## src/rtl/ysyx_22040365_ifu.sv

```systemverilog
// Instruction fetch unit: holds the PC, fetches over a valid/ready request channel and hands one
// instruction at a time to decode. Define YSYX_22040365_IFU_MISALIGN_EN to trap misaligned redirects.
module ysyx_22040365_ifu #(
  parameter int              XLEN     = 64,
  parameter logic [XLEN-1:0] RESET_PC = 64'h8000_0000
) (
  input  logic            clk,
  input  logic            rst,
  input  logic            redirect_valid,
  input  logic [XLEN-1:0] redirect_pc,
  output logic            imem_req_valid,
  input  logic            imem_req_ready,
  output logic [XLEN-1:0] imem_req_addr,
  input  logic            imem_resp_valid,
  input  logic [31:0]     imem_resp_data,
  output logic            inst_valid,
  input  logic            inst_ready,
  output logic [31:0]     inst,
  output logic [XLEN-1:0] inst_pc,
  output logic            misalign
);

`ifdef YSYX_22040365_IFU_MISALIGN_EN
  typedef enum logic [2:0] {
    IDLE = 3'd0,
    REQ  = 3'd1,
    WAIT = 3'd2,
    OUT  = 3'd3,
    ERR  = 3'd4
  } state_t;
`else
  typedef enum logic [1:0] {
    IDLE = 2'd0,
    REQ  = 2'd1,
    WAIT = 2'd2,
    OUT  = 2'd3
  } state_t;
`endif

  state_t          state;
  logic [XLEN-1:0] pc;
  logic [31:0]     inst_q;
  logic            drop;
  logic [XLEN-1:0] target;
  logic            bad_target;
  logic            req_fire;

  assign req_fire = (state == REQ) && imem_req_ready;

`ifdef YSYX_22040365_IFU_MISALIGN_EN
  logic misalign_q;

  assign target     = redirect_pc;
  assign bad_target = redirect_valid && (redirect_pc[1:0] != 2'b00);
  assign misalign   = misalign_q;
`else
  function automatic logic [XLEN-1:0] align_pc(input logic [XLEN-1:0] p);
    return p & ~XLEN'(2'b11);
  endfunction

  assign target     = align_pc(redirect_pc);
  assign bad_target = 1'b0;
  assign misalign   = 1'b0;
`endif

  // Fetch sequencer: PC, drop flag for stale responses and the held instruction.
  always_ff @(posedge clk or posedge rst) begin
    if (rst) begin
      state  <= IDLE;
      pc     <= RESET_PC;
      inst_q <= 32'h0;
      drop   <= 1'b0;
`ifdef YSYX_22040365_IFU_MISALIGN_EN
      misalign_q <= 1'b0;
`endif
    end else begin
      case (state)
        IDLE: state <= REQ;
        REQ: begin
          if (redirect_valid) pc <= target;
          if (req_fire) begin
            state <= WAIT;
            drop  <= redirect_valid;
          end
        end
        WAIT: begin
          if (redirect_valid) pc <= target;
          if (imem_resp_valid) begin
            drop <= 1'b0;
            if (!drop && !redirect_valid) begin
              inst_q <= imem_resp_data;
              state  <= OUT;
            end else begin
              state <= REQ;
            end
          end else if (redirect_valid) begin
            drop <= 1'b1;
          end
        end
        OUT: begin
          if (redirect_valid) begin
            pc    <= target;
            state <= REQ;
          end else if (inst_ready) begin
            pc    <= pc + XLEN'(3'd4);
            state <= REQ;
          end
        end
`ifdef YSYX_22040365_IFU_MISALIGN_EN
        ERR: begin
          if (redirect_valid) begin
            pc         <= target;
            state      <= REQ;
            misalign_q <= 1'b0;
          end
        end
`endif
        default: state <= IDLE;
      endcase
`ifdef YSYX_22040365_IFU_MISALIGN_EN
      // A misaligned target overrides whatever the state above chose; the ERR state ignores responses.
      if (bad_target && (state != IDLE)) begin
        state      <= ERR;
        drop       <= 1'b0;
        misalign_q <= 1'b1;
      end
`else
      if (bad_target) drop <= 1'b0;
`endif
    end
  end

  assign imem_req_valid = (state == REQ);
  assign imem_req_addr  = pc;
  assign inst_valid     = (state == OUT);
  assign inst           = inst_q;
  assign inst_pc        = pc;

endmodule

```

## config.mk

```make
export PLATFORM = sky130hd
export DESIGN_NAME = ysyx_22040365_ifu
export DESIGN_NICKNAME = d
export VERILOG_FILES = /design/src/rtl/ysyx_22040365_ifu.sv
export SDC_FILE = /design/constraint.sdc
export NUM_CORES = 1
export LEC_CHECK = 0
export ABC_CLOCK_PERIOD_IN_PS = 2900
export BUFFER_PORTS_ARGS = -buffer_cell sky130_fd_sc_hd__buf_2
export CELL_PAD_IN_SITES_DETAIL_PLACEMENT = 0
export CELL_PAD_IN_SITES_GLOBAL_PLACEMENT = 1
export CORE_AREA = 2 2 147 149
export DETAILED_ROUTE_END_ITERATION = 6
export DIE_AREA = 0 0 149 151
export PLACE_DENSITY_LB_ADDON = 0.1
export SLEW_MARGIN = 20
export SYNTH_ARGS = -nofsm -noshare
export SYNTH_HDL_FRONTEND = slang
export SYNTH_SLANG_ARGS = --single-unit
```

## constraint.sdc

```tcl
create_clock -name clk -period 2.9 [get_ports clk]
set_input_delay 0.435 -clock clk [delete_from_list [all_inputs] [get_ports clk]]
set_output_delay 0.435 -clock clk [all_outputs]
set_load 0.02 [all_outputs]
```

# Yosys cells after proc, flatten, opt, wreduce, memory -nomap -nowiden
# Index checks and enable logic that the tools add are counted.
[totals]
regBits = 99
inputBits = 102
output_inout_bits = 163
wordCells = 39
[op_classes]
addsub = 1
n_eq_ne = 8
muxes = 14
reduce_logical = 12
[ops]
columns = ["operator", "count"]
rows = [
  ["$mux W64", 3],
  ["$pmux W64 S2", 1],
  ["$add A64 B3 Y64 const B", 1],
  ["$reduce_and A3 Y1", 4],
  ["$mux W2", 5],
  ["$pmux W2 S4", 1],
  ["$eq A2 B2 Y1 const B", 2],
  ["$ne A2 B1 Y1 const B", 2],
  ["$reduce_bool A2 Y1", 2],
  ["$mux W1", 3],
  ["$ne A3 B2 Y1 const B", 1],
  ["$ne A3 B3 Y1 const B", 1],
  ["$eq A2 B1 Y1 const B", 1],
  ["$logic_and A1 B1 Y1", 2],
  ["$logic_not A1 Y1", 2],
  ["$logic_not A2 Y1", 1],
  ["$ne A2 B2 Y1 const B", 1],
  ["$pmux W1 S2", 1],
  ["$reduce_or A2 Y1", 1],
]

# Logic depth before layout (Yosys ltp)
[logic_depth]
ltp_word = 5
mapped_depth = 9
mapped_depth_nobuf = 7

# Least setup slack after synthesis
# No wires, ideal clock.
[synth_path]
path_kind = "register -> register"
start = "register pc[2], in the netlist imem_req_addr[2]"
end = "register pc[60], in the netlist imem_req_addr[60]"
setup_ps = 87
arrival_ps = 2653
t_required_ps = 2813
setup_slack_ps = 160
stages_incl_launch_ff = 9
path_buffers = 2
path_cell_list = "dfrtp_1 -> ha_1 -> nand2_1 -> or4_4 -> buf_6 -> or3_1 -> buf_2 -> or4_1 -> o211ai_1"
[synth_via]
elab_chain_len = 4
[synth_rtl]
columns = ["item", "line_no", "rtl"]
rows = [
  ["start: declaration", "41", "logic [XLEN-1:0] pc;"],
  ["start signal: assignment", "80", "if (redirect_valid) pc <= target;"],
  ["start signal: assignment", "87", "if (redirect_valid) pc <= target;"],
  ["start signal: assignment", "102", "pc <= target;"],
  ["$add A64 B3 Y64", "105", "pc <= pc + XLEN'(3'd4);"],
  ["$mux W64", "104", "end else if (inst_ready) begin"],
  ["$mux W64", "101", "if (redirect_valid) begin"],
  ["$pmux W64 S2", "77", "case (state)"],
]
# No other way between the ends. The select of a mux whose other input is x is not followed.
# A chain may end at the register's enable or synchronous reset.

# Worst setup path after layout
# Same ends and word-level chain as after synthesis.

==> impl.org <==
** Outcome
- The flow ran to the end, and the final reports show no timing, DRC or antenna violations.

** CTS
- Clock latency at the later pin of the worst-skew pair :: between 0.3 and 0.4 ns
- The H-tree was split into 3 levels.
- Root buf cell :: clkbuf_16
- Post-cts hold buffer count :: 0
- Clock-pin slew was measured on the worst setup and hold paths at 0.08 ns.
- Clock tree synthesis inserted a total of 9 buffers.
- The longest clock path from root to sink contains 2 buffers.
- Gates resized during post-CTS repair numbered 0.
- TritonCTS clock tree :: done
- CTS sink count :: 97
- Number of buffers inserted by post-CTS setup repair :: 0

** Die
- Pin placement for this block handled 265 I/O pins.
- The core region is 0.0208 mm2.
- In this run the vertical extent of the chip is approximately 150 um.
- In this run the horizontal extent of the chip is 149 um.
- Starting density of the core :: 29.8%
- FP Rows :: 53
- The die covers 0.0225 mm2.

** STA
- Worst hold slack after final layout :: 0.229 ns
- RSZ-0062 raised after global routing :: false
- In the finished design, the share of the clock period the worst path needs comes to 90.8%.
- The hold violation total from the final report is 0.
- After layout, the minimum clock period comes to 2.63 ns.
- On the final layout, the worst clock skew is 0.0112 ns.
- After routing, the total negative slack on setup checks comes to 0 ns.
- Final number of setup-violating endpoints :: 0
- In this run the tightest slew margin relative to its limit is 45.0%.
- At the pin with the least slew margin, the transition time is 0.823 ns.
- Final Max Tran Viols :: 0
- Maximum clock rate :: 0.380 GHz
- Final critical-path setup slack :: around 0.27 ns

** Route
- In the final routed layout, each cell accounts on average for 19.4 um.
- After detailed routing, the number of remaining DRC violations is 0.
- The routed layout has 6438 vias.
- DRT Pass-1 Iters :: 5
- Dividing the detail-routed via count by the number of cells gives about 5.4.
- Total length of routed wires :: 23200 um
- The detail route stage leaves a number of antenna-violating nets equal to 0.
- DRC violation total after the first TritonRoute iteration :: 448

** Setup path
- In this design, the stage delay of the slowest critical-path cell is 0.63 ns.
- In this run the register-to-register setup slack is 0.27 ns.
- Slowest stage cell, crit path :: or4_4
- R2r endpoint :: imem_req_addr[60]
- Launch point of the worst reg-to-reg path :: imem_req_addr[2]
- Maximum fanout along the worst path :: 9
- Measured in cells, the most critical reg-to-reg path has a length of 6.
- STA puts the critical path data arrival time at 2.91 ns.
- Critical setup path kind :: reg2reg
- Together, buffers and inverters on the worst path number 0.
- The worst setup path is launched from a flop.
- Top cell family by delay on the critical path :: simple AND/OR/NAND/NOR gates
- Cells along the critical path :: ha_1, nand2_1, or4_4, or3_4, or4_1, o211ai_1
- STA classifies the critical path endpoint as a flop.
- Required time of the worst setup path :: ~3.2 ns

** Synth
- The Yosys step of the flow raised 0 warnings.
- Sequential cell area fraction in the yosys report :: 39.1%
- After synthesis, the share of flip-flops with an asynchronous set or reset is 100%.
- Synthesis instantiated 52 different standard cells from the library.
- Synthesis inferred 97 register bits.
- Post-synth top area cell :: dfrtp_1
- By area the synthesized netlist is led by dfrtp_1 39%, buf_4 8.1%, mux2_2 6.2%.
- A synthesized cell averages about 8.7 um2.
- The synthesized netlist occupies a cell area of about 0.0062 mm2.
- Yosys mapped a number of flops with a built-in enable equal to 0.
- Fraction of synthesized cell area taken by the top area cell type :: 38.7%
- Dominant cell by count in the synthesized netlist :: dfrtp_1
- Most used flip-flop cell after synthesis :: dfrtp_1
- Leading post-synthesis cells by instance count :: 96 x dfrtp_1, 67 x buf_4, 57 x nand3_1
- Gate Count Post-Synth :: 711

** Placement
- Placer congestion estimate :: 0.844
- Prior to clock tree synthesis, the placed netlist has a worst setup slack of 0.163 ns.
- The wire-length estimate of the detail-placed layout is between 15000 and 20000 um.
- After detailed placement, the design holds a cell count of approximately 1200.
- PortBufs :: 257
- Summing all placed instances gives a cell area of 0.00756 mm2.

** Global routing
- Layer with the highest usage after global routing :: met2
- Wire length of the first global-routing pass :: 35000 um
- In the global route stage, met2 resource usage came out at about 33%.
- GRT Residual Overflow :: 0
- Global Route Usage Sum :: 20.2%
- The via count of the first global-routing pass came to 5989.
- Global routing used about 29% of the available met1 tracks.
- Global routing consumed, on the met3 layer, 2.26% of the routing resources.
- Largest net degree at the start of global routing :: 50
- Number of antenna violations at the first check in global routing :: 0

** Layout
- After routing the design area is around 0.0079 mm2.
- Nets@finish :: 1023
- From synthesis to final layout, the design area changed by 26.6%.
- In the final layout, flip-flops and latches occupy 0.00243 mm2.
- Excluding fillers, the count of instances in the completed layout stands at 1196.
- Share of post-route cells with drive strength above 1 :: 39.5%
- Cells fill between 30% and 40% of the core in the end.
- Number of antenna cells inserted :: 0
- Counting the fill cells in the layout gives 2205.
- Area of the multi-input gates :: 0.00311 mm2

** Pwr
- Overall power consumption after layout is estimated at 9.50 mW.
- Leakage power figure :: 3.47 nW
- P per Cell Area :: 1210 mW/mm2
- IR analysis of the VDD net gives a maximum drop of between 0.0004 and 0.0005 V.

** Worst hold path
- Hold WC Path Type :: in2async

** Job
- Max-cap violations in this run came to 0.
## worst register-to-register path, cell delays in order (launching register included)
cell	delay, ns
dfrtp_1	0.45
ha_1	0.22
nand2_1	0.09
or4_4	0.63
or3_4	0.48
or4_1	0.52
o211ai_1	0.16
## sequential cells by signal, indices dropped and copies added, names as in the netlist
signal         cells
imem_req_addr     62
drop               1
inst              32
state              2
## layer usage
metal  wire, um  share of wire [%]  up-vias
li1           -                  -     3033
met1      10600                 45     3120
met2      11000                 47      262
met3       1350                5.8       23
met4        320                1.4        0
met5          0                  0        -
## report_power, final
part,switching (mW),internal (mW)
sequential,0.810,2.03
combinational,3.52,1.94
clock,0.598,0.598
## worst max path at each step
stage,from,endpoint,slack (ns),depth (start not counted)
2_1_floorplan,imem_req_addr[2],imem_req_addr[60],0.16,8
3_3_place_gp,imem_req_addr[2],imem_req_addr[60],0.20,6
3_5_place_dp,imem_req_addr[2],imem_req_addr[60],0.16,6
4_1_cts,imem_req_addr[2],imem_req_addr[60],0.15,6
5_1_grt,imem_req_addr[2],imem_req_addr[60],0.10,6
6_report,imem_req_addr[2],imem_req_addr[60],0.27,6
## logic make-up (layout without fill, tap and decap cells)
logic type                 Yosys count  after routing  synth area share [%]
buffers and inverters              122            328                  11.6
muxes                               35             35                  6.33
and+or+nand+nor                    281            281                  24.3
other                                1              5                0.0604
adders and majority gates            5              5                  1.01
DFF                                 97             97                  39.1
AOI/OAI and AO/OA                  170            170                  17.6
## cell usage in the layout (no fill, tap or decap), types with 3 or more instances in the layout
master	netlist	routed
buf_2	1	257
dfrtp_1	96	96
nand3_1	57	57
a21oi_1	55	54
nor2_1	48	48
nand2_1	42	42
buf_4	67	41
mux2_2	34	34
o21ai_0	30	30
nand4_1	28	28
nor3_1	23	23
and3_1	19	19
nor4_1	17	17
or4_1	13	13
inv_1	12	11
o22a_1	11	11
a31oi_1	11	11
and4_1	10	10
a311oi_1	9	9
clkbuf_16	0	9
or3_1	9	8
o22ai_1	9	8
a211oi_1	8	8
o211ai_1	8	8
and2_1	6	6
a2bb2oi_1	5	5
o311ai_0	5	5
ha_1	5	5
conb_1	1	5
a41oi_1	4	4
clkinvlp_4	0	3
## cell type report
cell class                      count  share of cell area, %
Clock buffer                        9                   2.87
Clock inverter                      7                  0.780
Inverter                           12                  0.621
Multi-Input combinational cell    496                   39.6
Sequential cell                    97                   30.9
Tap cell                          275                   4.38
Timing Repair Buffer              300                   20.8
Note: power is estimated with default switching activity, not from simulation.
